[config.mk]
export PLATFORM = sky130hd
export DESIGN_NAME = alu_div32_seq
export DESIGN_NICKNAME = d
export VERILOG_FILES = /design/src/rtl/alu_div32_seq.sv
export SDC_FILE = /design/constraint.sdc
export NUM_CORES = 1
export LEC_CHECK = 0
export ABC_AREA = 0
export CORE_MARGIN = 8
export CORE_UTILIZATION = 55
export CTS_CLUSTER_SIZE = 24
export DETAILED_ROUTE_END_ITERATION = 6
export GPL_TIMING_DRIVEN = 0
export PLACE_DENSITY = 0.79
export SLEW_MARGIN = 20
export SYNTH_ARGS = -nofsm -noshare
export SYNTH_HDL_FRONTEND = slang
export SYNTH_SLANG_ARGS = --single-unit
[constraint.sdc]
create_clock -name clk -period 3.4 [get_ports clk]
set_clock_uncertainty 0.15 [all_clocks]
set_input_delay 0.68 -clock clk [delete_from_list [all_inputs] [get_ports clk]]
set_output_delay 0.68 -clock clk [all_outputs]
set_load 0.02 [all_outputs]
[src/rtl/alu_div32_seq.sv]
// rtl/alu_div32_seq.sv - multi-cycle radix-2 restoring divider with ALU-style status flags
module alu_div32_seq #(
  parameter int WIDTH = 32
) (
  input  logic             clk,
  input  logic             rst,
  input  logic             start,
  input  logic             signed_op,
  input  logic [WIDTH-1:0] in0,
  input  logic [WIDTH-1:0] in1,
  output logic             busy,
  output logic             done,
  output logic [WIDTH-1:0] quot,
  output logic [WIDTH-1:0] rem,
  output logic             zero,
  output logic             N,
  output logic             overflow,
  output logic             carryout
);

  localparam logic [1:0] S_IDLE = 2'd0;
  localparam logic [1:0] S_CALC = 2'd1;
  localparam logic [1:0] S_FIX  = 2'd2;
  localparam logic [1:0] S_DONE = 2'd3;

  localparam int               CW      = (WIDTH > 1) ? $clog2(WIDTH) : 1;
  localparam logic [CW-1:0]    LAST    = CW'(WIDTH - 1);
  localparam logic [WIDTH-1:0] MIN_VAL = {1'b1, {(WIDTH-1){1'b0}}};
  localparam logic [WIDTH-1:0] ONES    = {WIDTH{1'b1}};

  logic [1:0]       state;
  logic [CW-1:0]    cnt;
  logic [WIDTH:0]   r;
  logic [WIDTH-1:0] q;
  logic [WIDTH-1:0] d;
  logic [WIDTH-1:0] a_raw;
  logic [WIDTH-1:0] b_raw;
  logic             sgn;
  logic             neg_q;
  logic             neg_r;

  logic             a_neg;
  logic             b_neg;
  logic [WIDTH-1:0] a_abs;
  logic [WIDTH-1:0] b_abs;
  logic [WIDTH:0]   r_sh;
  logic [WIDTH:0]   r_diff;
  logic             r_ge;
  logic [WIDTH-1:0] q_fix;
  logic [WIDTH-1:0] r_fix;
  logic             ovf_fix;

  always_comb begin
    a_neg = signed_op & in0[WIDTH-1];
    b_neg = signed_op & in1[WIDTH-1];
    a_abs = a_neg ? -in0 : in0;
    b_abs = b_neg ? -in1 : in1;
  end

  // One restoring step: shift the next dividend bit into the partial remainder.
  always_comb begin
    r_sh   = {r[WIDTH-1:0], q[WIDTH-1]};
    r_diff = r_sh - {1'b0, d};
    r_ge   = (r_sh >= {1'b0, d});
  end

  always_comb begin
    q_fix   = neg_q ? -q : q;
    r_fix   = neg_r ? -r[WIDTH-1:0] : r[WIDTH-1:0];
    ovf_fix = 1'b0;
    if (b_raw == '0) begin
      q_fix   = ONES;
      r_fix   = a_raw;
      ovf_fix = 1'b1;
    end else if (sgn && (a_raw == MIN_VAL) && (b_raw == ONES)) begin
      q_fix   = MIN_VAL;
      r_fix   = '0;
      ovf_fix = 1'b1;
    end
  end

  always_ff @(posedge clk) begin
    if (rst) begin
      state    <= S_IDLE;
      cnt      <= '0;
      r        <= '0;
      q        <= '0;
      d        <= '0;
      a_raw    <= '0;
      b_raw    <= '0;
      sgn      <= 1'b0;
      neg_q    <= 1'b0;
      neg_r    <= 1'b0;
      quot     <= '0;
      rem      <= '0;
      zero     <= 1'b0;
      N        <= 1'b0;
      overflow <= 1'b0;
    end else begin
      case (state)
        S_IDLE: begin
          if (start) begin
            a_raw <= in0;
            b_raw <= in1;
            sgn   <= signed_op;
            neg_q <= a_neg ^ b_neg;
            neg_r <= a_neg;
            r     <= '0;
            q     <= a_abs;
            d     <= b_abs;
            cnt   <= '0;
            state <= S_CALC;
          end
        end
        S_CALC: begin
          // Divide-by-zero runs the full loop too, keeping latency constant.
          r   <= r_ge ? r_diff : r_sh;
          q   <= {q[WIDTH-2:0], r_ge};
          cnt <= cnt + CW'(1);
          if (cnt == LAST) begin
            state <= S_FIX;
          end
        end
        S_FIX: begin
          quot     <= q_fix;
          rem      <= r_fix;
          zero     <= (q_fix == '0);
          N        <= q_fix[WIDTH-1];
          overflow <= ovf_fix;
          state    <= S_DONE;
        end
        default: begin
          state <= S_IDLE;
        end
      endcase
    end
  end

  assign busy     = (state == S_CALC) || (state == S_FIX);
  assign done     = (state == S_DONE);
  assign carryout = 1'b0;

endmodule
Word level (Yosys, flattened, before mapping):

Cells that the tools add are included.

* register bits: 237
* input port bits: 68
* output and inout bits: 70
* word-level logic and storage cells: 63

* add/subtract/negate cells: 6
* order comparisons: 1
* eq/ne operators: 8
* mux-type cells: 20
* bitwise logic cells: 3
* reductions and logical operators: 10

Operators by type and width (number)
* 32-bit two-way mux: 11
* 32-bit negation: 4
* 32-bit one-hot mux with 2 select lines: 2
* 32-bit equality test (second input constant): 2
* 32-bit logical NOT: 2
* 33-bit by 32-bit >= comparator with 1-bit output: 1
* 32-bit subtractor: 1
* 5-bit one-hot mux with 2 select lines: 1
* 2-bit one-hot mux with 3 select lines: 1
* 2-bit AND reduction: 3
* 5-bit by 1-bit adder with 5-bit output (second input constant): 1
* 5-bit equality test (second input constant): 1
* 5-bit two-way mux: 1
* 2-bit equality test (second input constant): 2
* 2-bit two-way mux: 2
* 2-bit != test (second input constant): 2
* 1-bit bitwise AND: 2
* 2-bit by 1-bit equality test with 1-bit output (second input constant): 1
* 1-bit logical AND: 2
* 2-bit logical NOT: 1
* 1-bit two-way mux: 2
* 2-bit nonzero test: 1
* 1-bit logical OR: 1
* 1-bit bitwise XOR: 1

Longest topological paths before layout:

* depth after elaboration: 6
* depth in mapped cells: 13
* gate-level depth less buffers: 13

Worst setup path before layout:

Ideal clock, no wire load.

* path kind: input port to flip-flop
* start: input in1[10]
* end: register d[29]
* library setup time: 0.086 ns
* data arrival time: 2.825 ns
* required time: 3.164 ns
* setup slack: 0.340 ns
* cell stages on the path: 8
* path buffers: 0
* cell sequence: or4_1 or3_4 nor2_2 nand3_1 or4_1 o41ai_2 xor2_1 a211oi_1

* cells in the longest elaborated chain, start to end: 2

RTL lines
* start, declared: line 10 `input logic [WIDTH-1:0] in1,`
* 32-bit negation: line 57 `b_abs = b_neg ? -in1 : in1;`
* 32-bit two-way mux: line 57
* end signal, assigned: line 110 `d <= b_abs;`
* end, declared: line 35 `logic [WIDTH-1:0] d;`

No other way between the ends.
A chain may end at the register's enable or synchronous reset.

Worst setup path in the final report:

* start: register q[31]
* end: register r[28]

* cells in the longest elaborated chain, start to end: 3
* elaborated cells on any way between the ends: 4
* classes of those cells: add/sub (1); order compare (1); mux (2)

RTL lines
* start, declared: line 34 `logic [WIDTH-1:0] q;`
* start signal, assigned: line 109 `q <= a_abs;`
* start signal, assigned: line 118 `q <= {q[WIDTH-2:0], r_ge};`
* 32-bit subtractor or 33-bit by 32-bit >= comparator with 1-bit output (tied branches): line 63, 64
* 32-bit two-way mux (*): line 117 `r <= r_ge ? r_diff : r_sh;`
* 32-bit one-hot mux with 2 select lines (*): line 100 `case (state)`
* end signal, assigned: line 117
* end, declared: line 33 `logic [WIDTH:0] r;`

Every way passes the cells marked *; elsewhere a longest branch is shown, timed or not.

==> results by group <==
Run status
  • Status: finished, final reports clean

Layout
  • Non-Filler Instances: roughly 2300
  • Area of the multi-input gates: 8290 um2
  • Cell area after layout: 16400 um2
  • # fillers: 2118
  • Register Area: 4710 um2
  • Post-layout nets: slightly above 2000
  • Area grow syn2layout: 20.8%
  • Share of layout cells above drive strength 1: 0.0555

Detailed routing
  • DRC: 0
  • DRT Pass-1 Iters: 6
  • WL per Instance: ~21 um
  • WL final: 47300 um
  • Final ANT Viol Nets: 0
  • Vias: 14200
  • 1st-iter DRT viols: 1622
  • Via density per instance: a little over 6

GRT
  • Vias in the first global route: roughly 13000
  • Largest net degree at the start of global routing: 14
  • First-pass GRT wire length: 74000 um
  • Tot GR Track Use: 0.301
  • Total gr overflow: 0
  • Antenna violations before repair: 1

Yosys
  • Syn. warnings: 0
  • Most frequent cell after synthesis: nand2_1
  • Unique masters post-synth: 76
  • Most frequent cells after synthesis: nand2_1, dfxtp_1, nor2_1, a21oi_1, clkbuf_1
  • Top-area cell type share of the netlist area: 0.347
  • Syn Inst Count: roughly 1800
  • Sequential share of the synthesized area: 0.347
  • Synth Area per Inst: 7.62 um2
  • Area contributors post-synth: dfxtp_1, nand2_1, a21oi_1
  • Register bit total from synthesis: 235
  • FFs w/ async S/R, synth: 0
  • Post-synth top area cell: dfxtp_1
  • Post-Syn Area: between 10000 and 15000 um2
  • Most common flop cell mapped by yosys: dfxtp_1
  • Syn Nets: between 1500 and 2000
  • Number of synthesized flops with an enable pin: 0

Floorplan
  • Starting Density: 0.559
  • Core area: 24200 um2
  • Die area: around 30000 um2
  • Chip Height: between 150 and 200 um
  • Io pins: 138
  • Die W: 173 um
  • Row cnt: 57

Place
  • Post-DP HPWL: ~37000 um
  • Worst slack, placed: -0.641 ns
  • GPL Wtd Cong: 0.979
  • Port bufs: 134
  • DP Area: 15300 um2
  • Placed cell count: 2238

Timing
  • Final worst slack: approximately 0.013 ns
  • Relative slew slack: 0.422
  • Final setup viols: 0
  • Fin crit share: 0.996
  • Max Fclk: 295 MHz
  • RSZ-0062 raised after global routing: true
  • Slew Limit Fails: 0
  • Hold slack: 0.327 ns
  • Final hold violations: 0
  • Min Tclk post-route: 3.39 ns
  • Slew @ Worst Pin: approximately 0.87 ns

Setup path
  • Crit. End Element: flop
  • CP Max Fanout: 5
  • WP data required: 3.65 ns
  • Data arrival, critical path: 3.64 ns
  • Startpoint Class: flop
  • Crit Path Class: reg -> reg

Clocking
  • Max clock buf depth: 3
  • CTS Sinks: 235
  • H-tree depth: 1
  • Clock-pin slew on the worst setup and hold paths: roughly 0.060 ns
  • Hold buffers post-CTS: 0
  • Clock Latency Late Sink: ~0.54 ns
  • CTS tree: yes
  • CTS Buf Count: 26
  • CTS root buf: clkbuf_16

Pwr
  • Max IR drop VDD: 0.491 mV
  • Lkg Pwr: 0.00605 uW
  • Final Power: 12800 uW
  • Pwr/cell area: 783 nW/um2

Worst hold path
  • Hold crit path type: reg -> reg

Job
  • Max Cap Viol: 0
where the power goes:
group	internal [uW]	switching, uW	total, uW
clock	1800	1190	3000
sequential	3450	661	4110
combinational	2170	3550	5720
placed cells by master, fill, tap and decap left out, types with 26 or more instances in the layout:
cell type and n:
o31ai_1 26, dfxtp_1 232, nor3_1 31, a21oi_1 150
inv_1 62, xor2_1 72, clkbuf_16 27, xnor2_1 70
clkbuf_1 103, o21ai_0 98, clkdlybuf4s50_1 132, ha_1 41
a211oi_1 48, nor2_1 194, nand2_1 273, nand3_1 27
flip-flops by register name, summed over array words and instances (netlist names), 2 cells and up:
register / count
d: 32
r: 32
cnt: 5
state: 2
quot: 32
rem: 32
a_raw: 32
b_raw: 31
q: 32
routing by layer:
metal / global-route usage / share of wire / vias to the layer above / wire [um]
met5: 0 / 0.00027 / - / 13
met2: 0.464 / 0.43 / 796 / 20400
met3: 0.0588 / 0.11 / 108 / 5070
met4: 0.0977 / 0.032 / 2 / 1490
li1: - / - / 6639 / -
met1: 0.416 / 0.43 / 6693 / 20300
final timing paths:
| kind | start | end | slack, ns | cells after the start |
|---|---|---|---|---|
| min | b_raw[1] | b_raw[1] | 0.33 | 2 |
| min reg2reg | b_raw[1] | b_raw[1] | 0.33 | 2 |
| max reg2reg | q[31] | r[28] | 0.01 | 13 |
| max | q[31] | r[28] | 0.01 | 13 |
logic make-up after synthesis:
kind of cell    Yosys count  share of synthesized area
other cells               1                   0.000276
simple gates            668                      0.226
flops                   235                      0.347
mux                       8                    0.00590
compound gates          502                      0.238
fa+ha+maj                43                     0.0402
buf+inv                 181                     0.0509
xor+xnor                142                     0.0917
per-stage QoR:
| step | utilization | TNS [ns] |
|---|---|---|
| floorplan | - | 0 |
| CTS | 0.672 | 0 |
| global placement | 0.631 | -13.43 |
| finish | 0.676 | 0 |
| detailed placement | 0.631 | -15.66 |
| global route | 0.676 | -0.174 |
cell type report:
class,instances,share of cell area
repair buffers,138,0.0840
flip-flops and latches,235,0.287
diodes,1,0.000153
multi-input cells,1364,0.506
clock inverters,13,0.00924
plain buffers,115,0.0273
clock buffers,34,0.0465
inverters,64,0.0149
well taps,324,0.0247
worst max-delay path, cell delays in order, from the launching register on:
cell      delay, ns
dfxtp_1        0.33
inv_1          0.16
ha_1           0.20
inv_1          0.06
fa_1           0.41
a21o_1         0.22
a22oi_1        0.17
o211ai_1       0.19
o41ai_4        0.51
nor2_1         0.15
and4_1         0.24
o22ai_1        0.20
xor2_1         0.17
o21ai_0        0.11
repair_timing:
action	4_1_cts	5_1_grt
setup endpoints to repair	49	56
gates resized for setup	9	24
pin swaps	1	0
setup buffers	2	2
Note: power is estimated with default switching activity, not from simulation.
